$ cat src/rtl/memory_nop_machine_if.sv
// memory_nop_machine_if
// Host access port of the NOP machine memory subsystem.
//   host_valid  : host request, held high until host_done
//   host_rd     : 1 = read, 0 = write
//   host_addr   : target address
//   host_wdata  : write data
//   host_rdata  : read data, valid while host_done is high
//   host_done   : one-cycle completion pulse
// The master modport is the host side, the slave modport is the memory subsystem.
interface memory_nop_machine_if #(
  parameter int ADDR_W = 8,
  parameter int DATA_W = 8
);
  logic              host_valid;
  logic              host_rd;
  logic [ADDR_W-1:0] host_addr;
  logic [DATA_W-1:0] host_wdata;
  logic [DATA_W-1:0] host_rdata;
  logic              host_done;

  modport master (
    output host_valid, host_rd, host_addr, host_wdata,
    input  host_rdata, host_done
  );

  modport slave (
    input  host_valid, host_rd, host_addr, host_wdata,
    output host_rdata, host_done
  );
endinterface

$ cat src/rtl/memory_nop_machine.sv
// memory_nop_machine
// 2^ADDR_W x DATA_W memory on a multiplexed address/data bus, sequenced by a
// fetch-only processor that treats every byte as a no-op. A host can borrow
// bus slots (ADDR cycle + DATA cycle) to read or write memory; host slots have
// priority over machine fetches.
// Ports:
//   CLK        : clock, rising edge
//   RST        : asynchronous active-low reset
//   host       : host access port (slave side), see memory_nop_machine_if
//   is_running : high once the machine has left reset
//   pc         : address of the next machine fetch
//   ir         : last byte fetched by the machine
//   uni_bus    : observation copy of the internal bus (8'h00 when undriven)
// ADDR_W is expected not to exceed DATA_W, since addresses travel on the bus.
module memory_nop_machine #(
  parameter int ADDR_W = 8,
  parameter int DATA_W = 8
) (
  input  logic                  CLK,
  input  logic                  RST,
  memory_nop_machine_if.slave   host,
  output logic                  is_running,
  output logic [ADDR_W-1:0]     pc,
  output logic [DATA_W-1:0]     ir,
  output logic [DATA_W-1:0]     uni_bus
);

  localparam int DEPTH = 1 << ADDR_W;
  localparam logic [ADDR_W-1:0] PC_STEP = {{(ADDR_W-1){1'b0}}, 1'b1};

  typedef enum logic [1:0] {
    ST_IDLE = 2'd0,
    ST_ADDR = 2'd1,
    ST_DATA = 2'd2
  } state_t;

  // Storage is never reset; contents survive RST.
  logic [DATA_W-1:0] mem [DEPTH];

  state_t            r_state;
  logic              r_host_slot;  // current slot belongs to the host
  logic              r_rd;         // direction registered in the ADDR cycle
  logic [ADDR_W-1:0] r_addr;       // address registered in the ADDR cycle
  logic [DATA_W-1:0] r_wdata;      // host write data captured in the ADDR cycle
  logic [ADDR_W-1:0] r_pc;
  logic [DATA_W-1:0] r_ir;
  logic              r_running;
  logic              r_host_done;
  logic [DATA_W-1:0] r_host_rdata;

  logic [ADDR_W-1:0] w_addr;
  logic [DATA_W-1:0] w_bus;

  // Slot owner's address for the ADDR cycle: host wins whenever it requests.
  always_comb begin
    w_addr = r_pc;
    if (host.host_valid) begin
      w_addr = host.host_addr;
    end else begin
      w_addr = r_pc;
    end
  end

  // Single bus driver per cycle; idle bus reads as zero.
  always_comb begin
    w_bus = {DATA_W{1'b0}};
    case (r_state)
      ST_ADDR: w_bus = DATA_W'(w_addr);
      ST_DATA: begin
        if (r_rd) begin
          w_bus = mem[r_addr];
        end else begin
          w_bus = r_wdata;
        end
      end
      default: w_bus = {DATA_W{1'b0}};
    endcase
  end

  // Slot sequencer: owner arbitration, fetch bookkeeping and host completion.
  always_ff @(posedge CLK or negedge RST) begin
    if (!RST) begin
      r_state      <= ST_IDLE;
      r_host_slot  <= 1'b0;
      r_rd         <= 1'b1;
      r_addr       <= {ADDR_W{1'b0}};
      r_wdata      <= {DATA_W{1'b0}};
      r_pc         <= {ADDR_W{1'b0}};
      r_ir         <= {DATA_W{1'b0}};
      r_running    <= 1'b0;
      r_host_done  <= 1'b0;
      r_host_rdata <= {DATA_W{1'b0}};
    end else begin
      case (r_state)
        ST_IDLE: begin
          r_state     <= ST_ADDR;
          r_running   <= 1'b1;
          r_host_done <= 1'b0;
        end
        ST_ADDR: begin
          // Host inputs are only looked at here; machine slots are always reads.
          r_host_slot <= host.host_valid;
          r_rd        <= host.host_valid ? host.host_rd : 1'b1;
          r_wdata     <= host.host_valid ? host.host_wdata : {DATA_W{1'b0}};
          r_addr      <= w_addr;
          r_host_done <= 1'b0;
          r_state     <= ST_DATA;
        end
        ST_DATA: begin
          if (r_host_slot) begin
            if (r_rd) begin
              r_host_rdata <= w_bus;
            end
            r_host_done <= 1'b1;
          end else begin
            r_ir        <= w_bus;
            r_pc        <= r_pc + PC_STEP;
            r_host_done <= 1'b0;
          end
          r_state <= ST_ADDR;
        end
        default: begin
          r_state     <= ST_IDLE;
          r_host_done <= 1'b0;
        end
      endcase
    end
  end

  // Write commit at the end of a host write DATA cycle. Reset forces the
  // sequencer out of DATA asynchronously, so an interrupted write never lands.
  always_ff @(posedge CLK) begin
    if ((r_state == ST_DATA) && r_host_slot && !r_rd) begin
      mem[r_addr] <= w_bus;
    end
  end

  assign is_running      = r_running;
  assign pc              = r_pc;
  assign ir              = r_ir;
  assign uni_bus         = w_bus;
  assign host.host_done  = r_host_done;
  assign host.host_rdata = r_host_rdata;

endmodule

$ cat src/flat_wrapper.sv
// flat-port wrapper written by rule: the top's interface ports become plain ports
module memory_nop_machine_flat 
#(
  parameter int ADDR_W = 8,
  parameter int DATA_W = 8
)
  (CLK, RST, is_running, pc, ir, uni_bus, host_host_valid, host_host_rd, host_host_addr, host_host_wdata, host_host_rdata, host_host_done);
  memory_nop_machine_if #(.ADDR_W(ADDR_W), .DATA_W(DATA_W)) host_i ();
  input  logic CLK;
  input  logic RST;
  output logic is_running;
  output logic [ADDR_W-1:0] pc;
  output logic [DATA_W-1:0] ir;
  output logic [DATA_W-1:0] uni_bus;
  input wire logic [$bits(host_i.host_valid)-1:0] host_host_valid;
  input wire logic [$bits(host_i.host_rd)-1:0] host_host_rd;
  input wire logic [$bits(host_i.host_addr)-1:0] host_host_addr;
  input wire logic [$bits(host_i.host_wdata)-1:0] host_host_wdata;
  output wire logic [$bits(host_i.host_rdata)-1:0] host_host_rdata;
  output wire logic [$bits(host_i.host_done)-1:0] host_host_done;
  assign host_i.host_valid = host_host_valid;
  assign host_i.host_rd = host_host_rd;
  assign host_i.host_addr = host_host_addr;
  assign host_i.host_wdata = host_host_wdata;
  assign host_host_rdata = host_i.host_rdata;
  assign host_host_done = host_i.host_done;
  memory_nop_machine #(.ADDR_W(ADDR_W), .DATA_W(DATA_W)) u_core (.CLK(CLK), .RST(RST), .host(host_i), .is_running(is_running), .pc(pc), .ir(ir), .uni_bus(uni_bus));
endmodule
$ cat config.mk
export PLATFORM = sky130hd
export DESIGN_NAME = memory_nop_machine_flat
export DESIGN_NICKNAME = d
export VERILOG_FILES = /design/src/rtl/memory_nop_machine_if.sv /design/src/rtl/memory_nop_machine.sv /design/src/flat_wrapper.sv
export SDC_FILE = /design/constraint.sdc
export NUM_CORES = 2
export LEC_CHECK = 0
export BUFFER_PORTS_ARGS = -buffer_cell sky130_fd_sc_hd__buf_2
export CAP_MARGIN = 20
export CORE_ASPECT_RATIO = 0.6
export CORE_MARGIN = 3
export CORE_UTILIZATION = 43
export DETAILED_ROUTE_END_ITERATION = 8
export PLACE_DENSITY = 0.63
export SLEW_MARGIN = 20
export SYNTH_ARGS = -nofsm -noshare
export SYNTH_HDL_FRONTEND = slang
export SYNTH_SLANG_ARGS = --single-unit
export TNS_END_PERCENT = 20
$ cat constraint.sdc
create_clock -name CLK -period 18.2 [get_ports CLK]
set_input_delay 2.73 -clock CLK [delete_from_list [all_inputs] [get_ports CLK]]
set_output_delay 2.73 -clock CLK [all_outputs]
set_load 0.03 [all_outputs]
==> metrics.txt <==
RR Startpoint u_core.r_addr[3]$_DFFE_PN0N_; routed len/inst 33.4 um; final worst-path cycle share 54.5%; EDFF count, synth roughly 2000; TritonCTS clock tree built; Clock Pin Slew Worst Setup and Hold Paths 0.07 ns; Unique masters post-synth 74; nets@finish 4328; io pins 54; Post-CTS Resized 0; Clock Tree Root clkbuf_16; yosys warns 0; Post-DP HPWL approximately 150000 um; minimum clock period 9.92 ns; vias in the first global route 41300; crit path buf inv count 7; Routed Antenna Nets 0; iteration count of the initial detailed-routing pass 6; Achievable Freq 101 MHz; FF-to-FF End u_core.mem[24][1]$_DFFE_PP_; Hold Path Sink u_core.is_running$_DFFE_PN0P_; Power Dens Cells 131 nW/um^2; most frequent cells after synthesis 2048 x edfxtp_1, 357 x mux4_2, 325 x nor2_1, 267 x mux2i_1, 155 x nand2_1; gpl congestion approximately 0.9; Mapped Cells 4202; dominant cells by area after synthesis edfxtp_1 75%, mux4_2 9.8%, mux2i_1 3.3%; CORE AREA 188000 sq um; worst-case clock buffer depth 4; Synth top area share 75.1%; row count 123; Hold Vio Cnt, Final 0; cts hold-fix bufs 0; Worst Reg-to-Reg Cells 14; worst setup path class reg -> out; cell repeated most along the worst path buf_4; setup TNS 0 ns; Hold Path Class reg -> reg; Post-synth top flop edfxtp_1; worst vdd ir 88.0 uV; sequential-to-total area share from yosys stat 76.5%; GR Util All Layers 23.4%; share of layout cells above drive strength 1 19.4%; most frequent cell after synthesis edfxtp_1; # port buffers 53; Top delay family on crit path buffers and inverters; Startpoint Class register; worst slew pin tran 1.27 ns; Via density 6.24; postcts setup bufs 0; CP arrival between 7 and 8 ns; Clock Latency Late Sink 0.83 ns; CP max FO 43; Layout Skew 0.0582 ns; kind of end point of the critical path output port; final setup fails 0; placed cells about 6600; CP cell instances buf_4, buf_4, buf_4, buf_4, mux4_2, a22oi_1, nand2_1, a21oi_1, nor3_1, a41oi_2, nor2_4, buf_12, buf_4, buf_2; Starting Density 43.5%; slew margin rel. 14.8%; Post-Syn Area 81900 sq um; total CTS buffers roughly 190; top cell type by total area after synthesis edfxtp_1; status complete, no violations; flops & latches, synth 2094; Vias 43300; fillers around 15000; initial antenna violation count 8; RSZ-0062 raised after global routing no; global-route wire length before repair 325000 um; die height between 300 and 400 um; syn nets 4228; synthesized area per cell ~19 sq um; largest net degree at the start of global routing between 200 and 250; area of the die between 150000 and 200000 sq um; initial DRC count around 6700; Critical Path RT about 15 ns; width of the chip 569 um; synthesis-to-finish area growth 10.8%; Slew Viols, Final 0; clock sink count 2094; GR Overflow Total 0; max-cap violations 0; DR DRC count 0; H-tree levels 4; Min Hold Slack between 0.5 and 0.6 ns; reg2reg setup slack between 10 and 15 ns; routed wire length 231000 um; crit-path max cell delay 0.84 ns; Slowest cell on crit path dfrtp_4; worst hold stages 1; hold path startpoint u_core.is_running$_DFFE_PN0P_; fraction of registers with async set/reset 2.20%; Pleak about 0.029 uW; non-filler cells, final 6933
==> worst max path at each step <==
stage | from | endpoint | slack (ns) | cells past startpoint
finish | u_core.r_addr[3]$_DFFE_PN0N_ | uni_bus[4] | 8.28 | 14
global placement | u_core.r_addr[3]$_DFFE_PN0N_ | uni_bus[4] | 8.92 | 13
floorplan | host_host_valid | uni_bus[5] | 4.26 | 8
global route | u_core.r_addr[3]$_DFFE_PN0N_ | uni_bus[4] | 8.07 | 14
detailed placement | u_core.r_addr[3]$_DFFE_PN0N_ | uni_bus[4] | 8.79 | 13
CTS | u_core.r_addr[3]$_DFFE_PN0N_ | uni_bus[4] | 7.93 | 13
==> where the power goes <==
part	leakage, uW	switching (uW)	internal (uW)
logic	0.00664	1610	785
registers	0.0193	77.2	5610
clock network	0.00275	1720	2090
total	0.0286	3410	8480
==> layer usage <==
layer	vias to the layer above	GRT usage, %	routed length (um)
li1	17400	-	-
met1	23000	37.1	102000
met2	2629	29.9	91200
met3	300	9.09	33100
met4	2	4.90	4910
met5	-	0	169
==> area by class of cell <==
cell class / count / area (sq um) / share of cell area, %
multi-input combinational: 1822 / 17900 / 19.7
tap: 2500 / 3130 / 3.45
clock inverter: 82 / 741 / 0.816
clock buffer: 235 / 4880 / 5.38
sequential: 2094 / 62700 / 69.0
timing repair buffer: 173 / 1350 / 1.49
antenna: 2 / 5.00 / 0.00551
inverter: 25 / 93.8 / 0.103
==> flip-flops by register name, indices dropped and copies added, names as in the netlist <==
signal                  cells
u_core.host.host_rdata      8
u_core.is_running           1
u_core.ir                   8
u_core.r_wdata              8
u_core.r_host_slot          1
u_core.pc                   8
u_core.host.host_done       1
u_core.mem               2048
u_core.r_addr               8
u_core.r_rd                 1
u_core.r_state              2
==> worst reg2reg max path: stages (launching register included) <==
cell and delay (ns):
dfrtp_4 0.84, buf_4 0.54, buf_4 0.61, buf_4 0.71, buf_4 0.64, mux4_2 0.35
a22oi_1 0.15, a21oi_1 0.20, a2111oi_0 0.14, a311oi_2 0.73, a22oi_2 0.25, nor2_4 0.43
buf_4 0.46, buf_4 0.59, buf_12 0.58
==> per-stage QoR <==
| step | setup WS [ns] | util (%) | area (sq um) | power (uW) |
|---|---|---|---|---|
| 2_1_floorplan | 4.26 | - | 81900 | 7350 |
| 3_3_place_gp | 8.92 | 45.1 | 85000 | 8100 |
| 3_5_place_dp | 8.79 | 45.1 | 85000 | 8140 |
| 4_1_cts | 7.93 | 48.1 | 90600 | 11900 |
| 5_1_grt | 8.07 | 48.2 | 90800 | 12200 |
| 6_report | 8.28 | 48.2 | 90800 | 11900 |
==> cells in the final DEF (no fill, tap or decap), types with 40 or more instances in the layout <==
cell type	count
clkbuf_1	46
nor2_1	312
a221oi_1	48
buf_2	53
edfxtp_1	2048
mux2i_1	267
a22oi_1	124
dfrtp_1	40
o21ai_0	61
nand2_1	155
mux2_2	42
clkbuf_16	187
mux4_2	357
nand3_1	89
buf_4	107
==> kinds of logic after synthesis <==
group	count (synthesis)	synth area share (%)
XOR/XNOR	7	0.0748
AO/OA/AOI/OAI	448	3.93
flip-flops	2094	76.5
adder cells (fa/ha/maj)	6	0.0916
AND/OR/NAND/NOR	688	3.69
multiplexers	673	13.9
buffers and inverters	286	1.85
No activity file was read; power rests on OpenSTA's default activity.
